$ cat config.mk
export PLATFORM = sky130hd
export DESIGN_NAME = alu_seq
export DESIGN_NICKNAME = d
export VERILOG_FILES = /design/src/rtl/alu_seq.sv
export SDC_FILE = /design/constraint.sdc
export NUM_CORES = 1
export LEC_CHECK = 0
export BUFFER_PORTS_ARGS = -buffer_cell sky130_fd_sc_hd__buf_2
export CAP_MARGIN = 20
export CORE_MARGIN = 8
export CORE_UTILIZATION = 40
export DETAILED_ROUTE_END_ITERATION = 16
export GPL_TIMING_DRIVEN = 0
export PLACE_DENSITY_LB_ADDON = 0.15
export SLEW_MARGIN = 30
export SYNTH_ARGS = -nofsm -noshare
export SYNTH_HDL_FRONTEND = slang
export SYNTH_SLANG_ARGS = --single-unit
$ cat constraint.sdc
create_clock -name clk -period 3.7 [get_ports clk]
set_input_delay 0.37 -clock clk [delete_from_list [all_inputs] [get_ports clk]]
set_output_delay 0.37 -clock clk [all_outputs]
set_load 0.02 [all_outputs]
$ cat src/rtl/alu_seq.sv
// alu_seq: multi-cycle integer ALU for RV32I OP/OP-IMM arithmetic.
// start/busy/done handshake, iterative shifter (SHIFT_STEP bits per cycle),
// carry/overflow flags and a kill input that drops the in-flight operation.
//
// state   | meaning
// --------+-----------------------------------------------------------
// S_IDLE  | waiting for start; outputs hold the last completed result
// S_EXEC  | single-edge evaluation of add/sub/logic/compare ops
// S_SHIFT | shifting the working register until remaining reaches 0
module alu_seq #(
  parameter int XLEN       = 32,
  parameter int SHIFT_STEP = 1
) (
  input  logic            clk,
  input  logic            reset_n,
  input  logic            start,
  input  logic            kill,
  input  logic [6:0]      fun7,
  input  logic [2:0]      fun3,
  input  logic [XLEN-1:0] rs1,
  input  logic [XLEN-1:0] rs2,
  output logic [XLEN-1:0] res,
  output logic            zero,
  output logic            neg,
  output logic            carry,
  output logic            ovf,
  output logic            busy,
  output logic            done
);

  localparam int SHW = $clog2(XLEN);
  // One extra bit so SHIFT_STEP == XLEN is representable.
  localparam logic [SHW:0] STEP = (SHW+1)'(SHIFT_STEP);

  localparam logic [1:0] S_IDLE  = 2'd0;
  localparam logic [1:0] S_EXEC  = 2'd1;
  localparam logic [1:0] S_SHIFT = 2'd2;

  localparam logic [2:0] F_ADD  = 3'b000;
  localparam logic [2:0] F_SLL  = 3'b001;
  localparam logic [2:0] F_SLT  = 3'b010;
  localparam logic [2:0] F_SLTU = 3'b011;
  localparam logic [2:0] F_XOR  = 3'b100;
  localparam logic [2:0] F_SR   = 3'b101;
  localparam logic [2:0] F_OR   = 3'b110;
  localparam logic [2:0] F_AND  = 3'b111;

  logic [1:0]      state_q, state_d;
  logic [2:0]      op_q, op_d;
  logic            alt_q, alt_d;
  logic [XLEN-1:0] a_q, a_d;
  logic [XLEN-1:0] b_q, b_d;
  logic [SHW-1:0]  rem_q, rem_d;
  logic [XLEN-1:0] res_q, res_d;
  logic            carry_q, carry_d;
  logic            ovf_q, ovf_d;
  logic            busy_q, busy_d;
  logic            done_q, done_d;

  logic [XLEN-1:0] b_eff;
  logic [XLEN:0]   sum;
  logic [XLEN-1:0] exec_res;
  logic            exec_ovf;
  logic            lt_s, lt_u;
  logic [SHW:0]    step;
  logic            last_step;
  logic [XLEN-1:0] shifted;

  // Only fun7[5] carries meaning for this op subset.
  logic unused_fun7;
  assign unused_fun7 = ^{fun7[6], fun7[4:0]};

  // Single-edge datapath: SUB is a + ~b + 1, so carry-out doubles as no-borrow.
  always_comb begin
    b_eff    = alt_q ? ~b_q : b_q;
    sum      = {1'b0, a_q} + {1'b0, b_eff} + {{XLEN{1'b0}}, alt_q};
    exec_ovf = (a_q[XLEN-1] == b_eff[XLEN-1]) && (sum[XLEN-1] != a_q[XLEN-1]);
    lt_s     = $signed(a_q) < $signed(b_q);
    lt_u     = a_q < b_q;
    case (op_q)
      F_AND:   exec_res = a_q & b_q;
      F_OR:    exec_res = a_q | b_q;
      F_XOR:   exec_res = a_q ^ b_q;
      F_SLT:   exec_res = {{(XLEN-1){1'b0}}, lt_s};
      F_SLTU:  exec_res = {{(XLEN-1){1'b0}}, lt_u};
      default: exec_res = sum[XLEN-1:0];
    endcase
  end

  // Shifter step: move by min(SHIFT_STEP, remaining); arithmetic shift keeps the rs1 sign.
  always_comb begin
    step      = ({1'b0, rem_q} < STEP) ? {1'b0, rem_q} : STEP;
    last_step = ({1'b0, rem_q} <= STEP);
    if (op_q == F_SLL) begin
      shifted = a_q << step;
    end else if (alt_q) begin
      shifted = $signed(a_q) >>> step;
    end else begin
      shifted = a_q >> step;
    end
  end

  // Sequencer next-state: kill beats both start and completion.
  always_comb begin
    state_d = state_q;
    op_d    = op_q;
    alt_d   = alt_q;
    a_d     = a_q;
    b_d     = b_q;
    rem_d   = rem_q;
    res_d   = res_q;
    carry_d = carry_q;
    ovf_d   = ovf_q;
    busy_d  = busy_q;
    done_d  = 1'b0;
    case (state_q)
      S_IDLE: begin
        if (start && !kill) begin
          op_d    = fun3;
          alt_d   = fun7[5];
          a_d     = rs1;
          b_d     = rs2;
          rem_d   = rs2[SHW-1:0];
          busy_d  = 1'b1;
          state_d = (fun3 == F_SLL || fun3 == F_SR) ? S_SHIFT : S_EXEC;
        end
      end
      S_EXEC: begin
        state_d = S_IDLE;
        busy_d  = 1'b0;
        if (!kill) begin
          res_d   = exec_res;
          carry_d = (op_q == F_ADD) ? sum[XLEN] : 1'b0;
          ovf_d   = (op_q == F_ADD) ? exec_ovf : 1'b0;
          done_d  = 1'b1;
        end
      end
      S_SHIFT: begin
        if (kill) begin
          state_d = S_IDLE;
          busy_d  = 1'b0;
        end else begin
          a_d   = shifted;
          rem_d = rem_q - step[SHW-1:0];
          if (last_step) begin
            res_d   = shifted;
            carry_d = 1'b0;
            ovf_d   = 1'b0;
            busy_d  = 1'b0;
            done_d  = 1'b1;
            state_d = S_IDLE;
          end
        end
      end
      default: begin
        state_d = S_IDLE;
        busy_d  = 1'b0;
      end
    endcase
  end

  // State and output registers; reset abandons any operation without a done pulse.
  always_ff @(posedge clk or negedge reset_n) begin
    if (!reset_n) begin
      state_q <= S_IDLE;
      op_q    <= '0;
      alt_q   <= 1'b0;
      a_q     <= '0;
      b_q     <= '0;
      rem_q   <= '0;
      res_q   <= '0;
      carry_q <= 1'b0;
      ovf_q   <= 1'b0;
      busy_q  <= 1'b0;
      done_q  <= 1'b0;
    end else begin
      state_q <= state_d;
      op_q    <= op_d;
      alt_q   <= alt_d;
      a_q     <= a_d;
      b_q     <= b_d;
      rem_q   <= rem_d;
      res_q   <= res_d;
      carry_q <= carry_d;
      ovf_q   <= ovf_d;
      busy_q  <= busy_d;
      done_q  <= done_d;
    end
  end

  assign res   = res_q;
  assign zero  = (res_q == '0);
  assign neg   = res_q[XLEN-1];
  assign carry = carry_q;
  assign ovf   = ovf_q;
  assign busy  = busy_q;
  assign done  = done_q;

endmodule

# ---- Yosys cells after proc, flatten, opt, wreduce, memory -nomap -nowiden
# Index checks and enable logic that the tools add are counted.
# W data, S select, Z words.
dict set report word_totals {
  register_bits 111
  inputBits 78
  out_inout_bits 38
  word_cells 90
}
dict set report op_classes {
  add_sub_neg 3
  order_cmp 4
  n_eq_ne 17
  shifts 3
  mux 35
  bitwise 4
  n_reduce_logical 13
}
# cell n
set ops {}
lappend ops {{$mux W32} 8}
lappend ops {{$pmux W32 S5} 1}
lappend ops {{$pmux W32 S2} 2}
lappend ops {{$lt A32 B32 Y1} 2}
lappend ops {{$add A32 B32 Y33} 1}
lappend ops {{$add A33 B1 Y33} 1}
lappend ops {{$and A32 B32 Y32} 1}
lappend ops {{$logic_not A32 Y1} 1}
lappend ops {{$not A32 Y32} 1}
lappend ops {{$or A32 B32 Y32} 1}
lappend ops {{$shl A32 B5 Y32} 1}
lappend ops {{$shr A32 B5 Y32} 1}
lappend ops {{$sshr A32 B5 Y32} 1}
lappend ops {{$xor A32 B32 Y32} 1}
lappend ops {{$mux W5} 3}
lappend ops {{$eq A3 B3 Y1 const B} 4}
lappend ops {{$mux W1} 11}
lappend ops {{$pmux W5 S2} 1}
lappend ops {{$mux W2} 4}
lappend ops {{$ne A2 B2 Y1 const B} 4}
lappend ops {{$pmux W1 S2} 4}
lappend ops {{$eq A3 B1 Y1 const B} 2}
lappend ops {{$eq A3 B2 Y1 const B} 2}
lappend ops {{$le A5 B1 Y1 const B} 1}
lappend ops {{other kinds (17)} 20}

# ---- Longest topological paths before layout
# Gate-level depths: netlist (run 1).
dict set report depth {
  ltp_word 9
  ltp_mapped 14
}

# ---- Worst setup path after synthesis (run 1)
# No wires, ideal clock.
dict set report synth_path {
  path_type {reg-to-reg}
  from {register alt_q}
  to {register res_q[23] (netlist: res[23])}
  setup_time_ns 0.132
  arrival_time_ns 2.887
  t_required_ns 3.568
  setup_slack_ns 0.681
  path_stages_with_launch 14
  path_buffers 2
  path_cell_list {dfrtp_1 -> buf_2 -> buf_1 -> xor2_1 -> ha_1 -> a21oi_1 -> nor2_1 -> o31ai_1 -> a31oi_4 -> a31oi_4 -> o21ai_2 -> xnor2_1 -> a221oi_1 -> o21ai_1}
}
dict set report synth_between {
  elab_chain_cells 6
}
# item line
set synth_rtl {}
lappend synth_rtl {{start, declared} 50} ;# logic alt_q, alt_d;
lappend synth_rtl {{start signal, assigned} 179} ;# alt_q <= alt_d;
lappend synth_rtl {{$mux W32} 75} ;# b_eff = alt_q ? ~b_q : b_q;
lappend synth_rtl {{$add A32 B32 Y33} 76} ;# sum = {1'b0, a_q} + {1'b0, b_eff} + {{XLEN{1'b0}}, alt_q};
lappend synth_rtl {{$add A33 B1 Y33} 76}
lappend synth_rtl {{$pmux W32 S5} 80} ;# case (op_q)
lappend synth_rtl {{$mux W32} 131} ;# if (!kill) begin
lappend synth_rtl {{$pmux W32 S2 *} 116} ;# case (state_q)
lappend synth_rtl {{end signal, assigned} 183} ;# res_q <= res_d;
lappend synth_rtl {{end, declared} 54} ;# logic [XLEN-1:0] res_q, res_d;
# Every way passes the cells marked *; elsewhere a longest branch is shown, timed or not. The select of a mux whose other input is x is not followed.
# A chain may end at the register's enable or synchronous reset.

# ---- Worst setup path after layout (run 1)
dict set report layout_path {
  from {register alt_q}
  to {register res_q[27] (netlist: res[27])}
}
# Same word-level chain as after synthesis.

==> metrics.cfg, run 1 <==
[yosys]
yosysMostFrequentCell=ha_1
synth_top_area_frac=0.276
synth_nets=1435
synth-edff-count=0
synth_area_leader_cell=dfrtp_1
syn_inst=1224
synth_cell_types=68
syn_area_sq_um=10100
yosysWarnings=0
synthTopCellsByCount=132 x ha_1, 123 x a21oi_1, 120 x nand2_1, 111 x dfrtp_1, 104 x o21ai_0
ys_seq_area_frac=0.276
yosys_most_used_dff=dfrtp_1
async_reset_ff_frac=1.00
synth_area_per_cell_sq_um=8.23
synthTopCellsByArea=dfrtp_1 28%, ha_1 16%, a21oi_1 6.1%, o21ai_0 5.2%, nand2_1 4.5%
ys_seq_elements=111

[place]
portBuffers=109
dpl.cell_count=1664
dp_hpwl_um=32300
routabilityCongestion=0.955
dp_worst_setup_slack_ps=-533

[sta]
fin_crit_sh=0.947
hold_viol_final=0
fmax_mhz=285
fin_skew_ps=13.0
worst-slew-pin-transition_ps=1160
finalMaxSlewViolations=0
slew_headroom=0.230
setup_viol=0
rsz0062_at_grt=false
layout_setup_ws_ps=197
fin_setup_tns_ps=0
fin_crit_ps=3500

[worst_setup_path]
cp_cell_sequence=buf_2 > buf_6 > xor2_1 > ha_1 > a21oi_1 > o211ai_2 > a41oi_4 > a31oi_4 > a21oi_2 > nand3_1 > xnor2_1 > and3_1 > o21ai_0
slowest_delay_ps=400
critPathCaptureType=flip-flop
crit_type=flip-flop to flip-flop
critPathMaxFanout=10
cp_slowest_cell=a41oi_4
reg2reg_slack_ps=200
cp.arrival_ps=3750
crit_required_ps=3950
start_kind=flip-flop

[clock_tree]
htree_levels=3
cts.reportedPaths.clkPinSlew_ps=90
post_cts_buffers=0
cts_tree=built
clock_latency_ps=370
cts_buffers=9
cts.sinks=111
cts_max_path_buffers=2
clock_tree.root_cell=clkbuf_16

[global_route]
grt_overflow=0
grt_max_degree=60
antenna_found_initial=0
grt_pass1_vias=9855
grt_pass1_wl_um=64100
grt_usage=0.279

[detailed_routing]
met3WireLength_um=3620
wl_met1_um=19100
antenna_left=0
wire_per_inst_um=25.7
highest_layer=met4
drtPass1Iterations=5
wl_met2_um=18700
vias_per_cell=5.94
drtIter0Drc=923
vias=9977
drcViolationCount=0
wl_um=43200

[layout]
drive_gt1_frac=0.152
diodes=0
fin_nets=1557
finalNonFillerCells=1680
syn_to_final_growth_pct=13.6

[job]
drv_cap=0

[die]
fp.coreArea_sq_um=25000
num_rows=58
start_util=0.403
chipHeight_um=175
die-area_sq_um=30500
io_pins=116
dieWidth_um=175

[status]
status=finished, final reports clean

[min_path]
min_path_type=primary input to flip-flop

## logic make-up (layout without fill, tap and decap cells)
| logic type | Yosys count | after routing | share of synthesized area |
|---|---|---|---|
| compound gates | 402 | 402 | 0.254 |
| xor+xnor | 60 | 60 | 0.0522 |
| flops | 111 | 111 | 0.276 |
| fa+ha+maj | 133 | 133 | 0.166 |
| buf+inv | 167 | 293 | 0.0647 |
| mux | 54 | 54 | 0.0585 |
| simple gates | 297 | 297 | 0.128 |
## path summary, 6_finish.rpt
| check | startpoint | end | cells after the start |
|---|---|---|---|
| max | alt_q$_DFFE_PN0P_ | res[27]$_DFFE_PN0P_ | 13 |
| min | rs2[23] | b_q[23]$_DFFE_PN0P_ | 2 |
| min reg2reg | busy$_DFFE_PN0P_ | busy$_DFFE_PN0P_ | 2 |
| max in group asynchronous | reset_n | b_q[12]$_DFFE_PN0P_ | 3 |
| min in group asynchronous | reset_n | a_q[8]$_DFFE_PN0P_ | 2 |
| max reg2reg | alt_q$_DFFE_PN0P_ | res[27]$_DFFE_PN0P_ | 13 |
## worst max-delay path, delay by kind of cell (launching register included)
kind | cells | cell delay (ps)
flip-flops | 1 | 320
AO/OA/AOI/OAI | 6 | 1430
AND/OR/NAND/NOR | 2 | 320
buffers and inverters | 2 | 590
adder cells (fa/ha/maj) | 1 | 290
XOR/XNOR | 2 | 420
## placed cells by master, fill, tap and decap left out, types with 6 or more instances in the layout
cell       instances
a21oi_1          120
nor3_1            10
a211oi_1          12
nand2b_1           7
buf_2            122
a31oi_1           19
xor2_1            47
dfrtp_1          111
and3_1             7
a22o_1            16
xnor2_1           13
nor2_1           103
o21a_1             7
o22ai_1            6
o221ai_1           9
mux2_2            36
mux2i_1           17
nand3_1            9
o21ai_0          103
buf_1              8
nand2_1          119
clkbuf_1          48
o211ai_1          26
nor4_1            17
inv_1             91
a21o_1            15
o21bai_1          10
ha_1             132
clkbuf_16          9
## stage by stage
stage,cell area (sq um),hold WS [ps],utilization
5_1_grt,11400,221,0.458
2_1_floorplan,10100,74.4,-
4_1_cts,11400,223,0.457
3_3_place_gp,11000,457,0.442
3_5_place_dp,11100,315,0.444
6_report,11400,225,0.458
## timing repair
item	in CTS	in global routing
setup endpoints to repair	21	13
pin swaps	0	0
endpoints found under the hold margin	52	0
gates resized for setup	12	10
hold buffers	1	0
gates cloned	0	0
## sequential cells by signal, indices dropped and copies added (netlist names)
register	count
b_q	32
op_q	3
busy	1
res	32
carry	1
ovf	1
rem_q	5
alt_q	1
state_q	2
a_q	32
done	1
## metal layers
| metal | up-vias | track usage |
|---|---|---|
| met5 | - | 0 |
| met4 | 0 | 0.119 |
| met3 | 95 | 0.0555 |
| met2 | 462 | 0.425 |
| met1 | 4831 | 0.377 |
| li1 | 4589 | - |
## cell type report
class / instances / area [sq um]
multi-input cells: 946 / 6700
inverters: 93 / 349
repair buffers: 111 / 593
fillers: 2593 / 13500
clock buffers: 11 / 233
plain buffers: 74 / 319
clock inverters: 4 / 55.1
flip-flops and latches: 111 / 2780
well taps: 330 / 413
Power of run 1 is left out: the tool's default activity adds up to more than one toggle a clock period on the data nets, which glitch-free logic cannot reach.
==> run 2, diff against run 1 <==
CORE_UTILIZATION = 44   (was 40)
==> metrics.cfg, run 2 (same netlist as run 1, synthesis figures left out) <==
[die]
dieWidth_um=167
fp.coreArea_sq_um=22600
num_rows=55
io_pins=116
start_util=0.446
die-area_sq_um=28000
chipHeight_um=167

[layout]
diodes=0
mostFrequentLayoutCell=ha_1
drive_gt1_frac=0.153
syn_to_final_growth_pct=12.9
fin_nets=1557
final_cell_mix=132 x ha_1, 122 x buf_2, 121 x a21oi_1
fin_area_sq_um=11400

[clock_tree]
cts.reportedPaths.clkPinSlew_ps=90
post_cts_buffers=0
clock_tree.root_cell=clkbuf_16
cts_max_path_buffers=2
clock_latency_ps=380
htree_levels=3
cts_buffers=9
cts.sinks=111
cts_tree=built

[global_route]
grt_usage=0.298
grt_max_degree=58
grt_pass1_wl_um=62800
grt_overflow=0
antenna_found_initial=0
grt_pass1_vias=9881

[place]
dpl_cell_area_sq_um=11000
dp_hpwl_um=31100
portBuffers=109
routabilityCongestion=0.972

[sta]
fin_crit_ps=3540
fin_skew_ps=18.9
finalMaxSlewViolations=0
hold_viol_final=0
fmax_mhz=282
setup_viol=0
rsz0062_at_grt=false
fin_crit_sh=0.957
worst-slew-pin-transition_ps=1070
hold_ws_ps=217
slew_headroom=0.288

[detailed_routing]
vias_per_cell=6.11
drcViolationCount=0
wire_per_inst_um=25.7
drtIter0Drc=994
vias=10000
wl_um=42100
drtPass1Iterations=11
antenna_left=0

[worst_setup_path]
path_buf_inv=2
cp.arrival_ps=3780
path_common_cell=a31oi_4
cp_slowest_cell=o31ai_2
cp_cell_sequence=buf_2 > clkbuf_4 > xor2_1 > ha_1 > nand2_1 > nor2_1 > o31ai_2 > a31oi_4 > a31oi_4 > o21ai_2 > xnor2_1 > a221oi_1 > o21ai_1
crit_type=flip-flop to flip-flop
start_kind=flip-flop
crit_required_ps=3940
critPathCaptureType=flip-flop
crit_family=compound AO/OA/AOI/OAI gates
critPathMaxFanout=10
slowest_delay_ps=550

[status]
status=finished, final reports clean

[job]
drv_cap=0

[min_path]
min_path_type=primary input to flip-flop

[run 2: what timing repair did]
action | CTS | global route
hold buffers | 1 | 0
setup endpoints to repair | 19 | 11
resized for setup | 5 | 8
endpoints found under the hold margin | 54 | 0
[run 2: worst register-to-register path: cells and delay by family, from the launching register on]
family          cells  cell delay, ps
compound gates      6            1570
xor+xnor            2             320
fa+ha+maj           1             320
buf+inv             2             670
flops               1             320
simple gates        2             210
[run 2: worst paths after layout]
| path | from | endpoint | slack, ps | depth (start not counted) |
|---|---|---|---|---|
| max | alt_q$_DFFE_PN0P_ | res[23]$_DFFE_PN0P_ | 160 | 13 |
| min | rs2[12] | b_q[12]$_DFFE_PN0P_ | 220 | 2 |
| max reg2reg | alt_q$_DFFE_PN0P_ | res[23]$_DFFE_PN0P_ | 160 | 13 |
| min reg2reg | busy$_DFFE_PN0P_ | busy$_DFFE_PN0P_ | 480 | 2 |
| max in group asynchronous | reset_n | a_q[18]$_DFFE_PN0P_ | 2550 | 3 |
| min in group asynchronous | reset_n | a_q[6]$_DFFE_PN0P_ | 510 | 2 |
[run 2: per-layer routing]
layer | global-route usage | up-vias | part of all wire
met5 | 0 | - | 0
met2 | 0.449 | 509 | 0.42
met3 | 0.0752 | 109 | 0.10
met1 | 0.396 | 4802 | 0.43
li1 | - | 4583 | -
met4 | 0.131 | 0 | 0.044
[run 2: metrics by stage]
step	TNS (ps)	std cells	util	setup slack, ps
CTS	0	1636	0.502	31.4
global placement	-8330	1618	0.486	-669
detailed placement	-3240	1619	0.488	-334
finish	0	1636	0.504	158
global route	0	1636	0.504	3.94
floorplan	0	1224	-	681
[run 2: final cells by class]
| cell class | count | area (sq um) |
|---|---|---|
| clock buffers | 9 | 225 |
| plain buffers | 74 | 319 |
| fillers | 2265 | 11200 |
| clock inverters | 7 | 62.6 |
| repair buffers | 111 | 593 |
| multi-input cells | 946 | 6680 |
| inverters | 93 | 349 |
| flip-flops and latches | 111 | 2780 |
| well taps | 285 | 357 |
Power of run 2 is left out for the same reason.
==> run 3, diff against run 2 <==
RECOVER_POWER = 100   (was not set)
==> metrics.cfg, run 3 (same netlist as run 1, synthesis figures left out) <==
[sta]
setup_viol=0
fmax_mhz=277
rsz0062_at_grt=false
fin_crit_sh=0.976
hold_viol_final=0
fin_skew_ps=18.5
slew_headroom=-0.831
worst-slew-pin-transition_ps=2750
hold_ws_ps=217
finalMaxSlewViolations=55
fin_setup_tns_ps=0
fin_crit_ps=3610

[clock_tree]
cts_tree=built
clock_tree.root_cell=clkbuf_16
cts.reportedPaths.clkPinSlew_ps=90
clock_latency_ps=380
cts.sinks=111
cts_max_path_buffers=2
post_cts_buffers=0
cts_buffers=9
htree_levels=3

[global_route]
grt_max_degree=58
antenna_found_initial=0
grt_pass1_vias=9881
grt_usage=0.298
grt_pass1_wl_um=62800
grt_overflow=0

[detailed_routing]
wl_um=42200
drtIter0Drc=1010
vias_per_cell=6.09
wire_per_inst_um=25.8
drtPass1Iterations=5
drcViolationCount=0
antenna_left=0
vias=9966

[status]
status=finished with violations
failed_checks=max-capacitance violations, max-slew violations

[layout]
finalNonFillerCells=1636
mostFrequentLayoutCell=ha_1
regArea_sq_um=2780
final_cell_mix=132 x ha_1, 121 x a21oi_1, 119 x nand2_1
drive_gt1_frac=0.121
syn_to_final_growth_pct=12.2
fillerInstances=2284
fin_nets=1557
diodes=0
final_util=0.501
multi_input_area_sq_um=6670

[worst_setup_path]
regToRegStartpoint=op_q[0]$_DFFE_PN0P_
start_kind=flip-flop
crit_type=flip-flop to flip-flop
critPathCaptureType=flip-flop
reg2regPathDepth=10
critPathMaxFanout=10
rr_endpoint=res[29]$_DFFE_PN0P_
cp.arrival_ps=3870
reg2reg_slack_ps=90
crit_required_ps=3960

[min_path]
hold_start=rs2[12]
hold_path_end=b_q[12]$_DFFE_PN0P_
min_path_type=primary input to flip-flop
hold_path_depth=2

[die]
die-area_sq_um=28000
dieWidth_um=167
chipHeight_um=167
start_util=0.446
fp.coreArea_sq_um=22600
io_pins=116
num_rows=55

[place]
portBuffers=109
routabilityCongestion=0.972
dp_hpwl_um=31100
dpl.cell_count=1619

[job]
drv_cap=1

run 3: cell count changes in the layout (fill, tap and decap cells not counted), sizes merged:
cell          change
clkbuf           +46
dlymetal6s4s      +1
buf              -47
run 3: per-layer routing:
metal,track usage,share of wire
met1,0.396,0.43
met2,0.449,0.42
met3,0.0752,0.098
met4,0.131,0.045
met5,0,0
run 3: stage by stage:
stage	instance area, sq um	setup WS [ps]
2_1_floorplan	10100	681
3_3_place_gp	11000	-669
3_5_place_dp	11000	-334
4_1_cts	11300	31.4
5_1_grt	11300	3.94
6_report	11300	89.1
run 3: repair_timing:
action | 4_1_cts | 5_1_grt
hold endpoints to repair | 54 | 0
hold buffers | 1 | 0
resized for setup | 5 | 8
endpoints found under the setup margin | 19 | 11
run 3: worst max-delay path: stages (launching register included):
cell,delay [ps]
dfrtp_1,330
clkbuf_1,510
clkinv_1,470
nor3_1,270
clkbuf_1,730
clkbuf_2,470
o211ai_1,130
o211ai_1,180
o211ai_1,130
a21oi_1,210
nor2_1,60
run 3: worst max-delay path by stage:
stage | start | to | cells past startpoint
after floorplan | alt_q$_DFFE_PN0P_ | res[23]$_DFFE_PN0P_ | 13
after global placement | alt_q$_DFFE_PN0P_ | res[14]$_DFFE_PN0P_ | 13
after detailed placement | alt_q$_DFFE_PN0P_ | res[29]$_DFFE_PN0P_ | 13
after CTS | alt_q$_DFFE_PN0P_ | carry$_DFFE_PN0P_ | 13
after global routing | alt_q$_DFFE_PN0P_ | res[29]$_DFFE_PN0P_ | 13
final | op_q[0]$_DFFE_PN0P_ | res[29]$_DFFE_PN0P_ | 10
run 3: final cells by class:
| type | count | area share |
|---|---|---|
| Clock buffer | 9 | 0.0199 |
| Sequential cell | 111 | 0.246 |
| Multi-Input combinational cell | 946 | 0.590 |
| Tap cell | 285 | 0.0316 |
| Clock inverter | 7 | 0.00554 |
| Timing Repair Buffer | 111 | 0.0481 |
| Inverter | 93 | 0.0309 |
| Buffer | 74 | 0.0279 |
Power of run 3 is left out for the same reason.
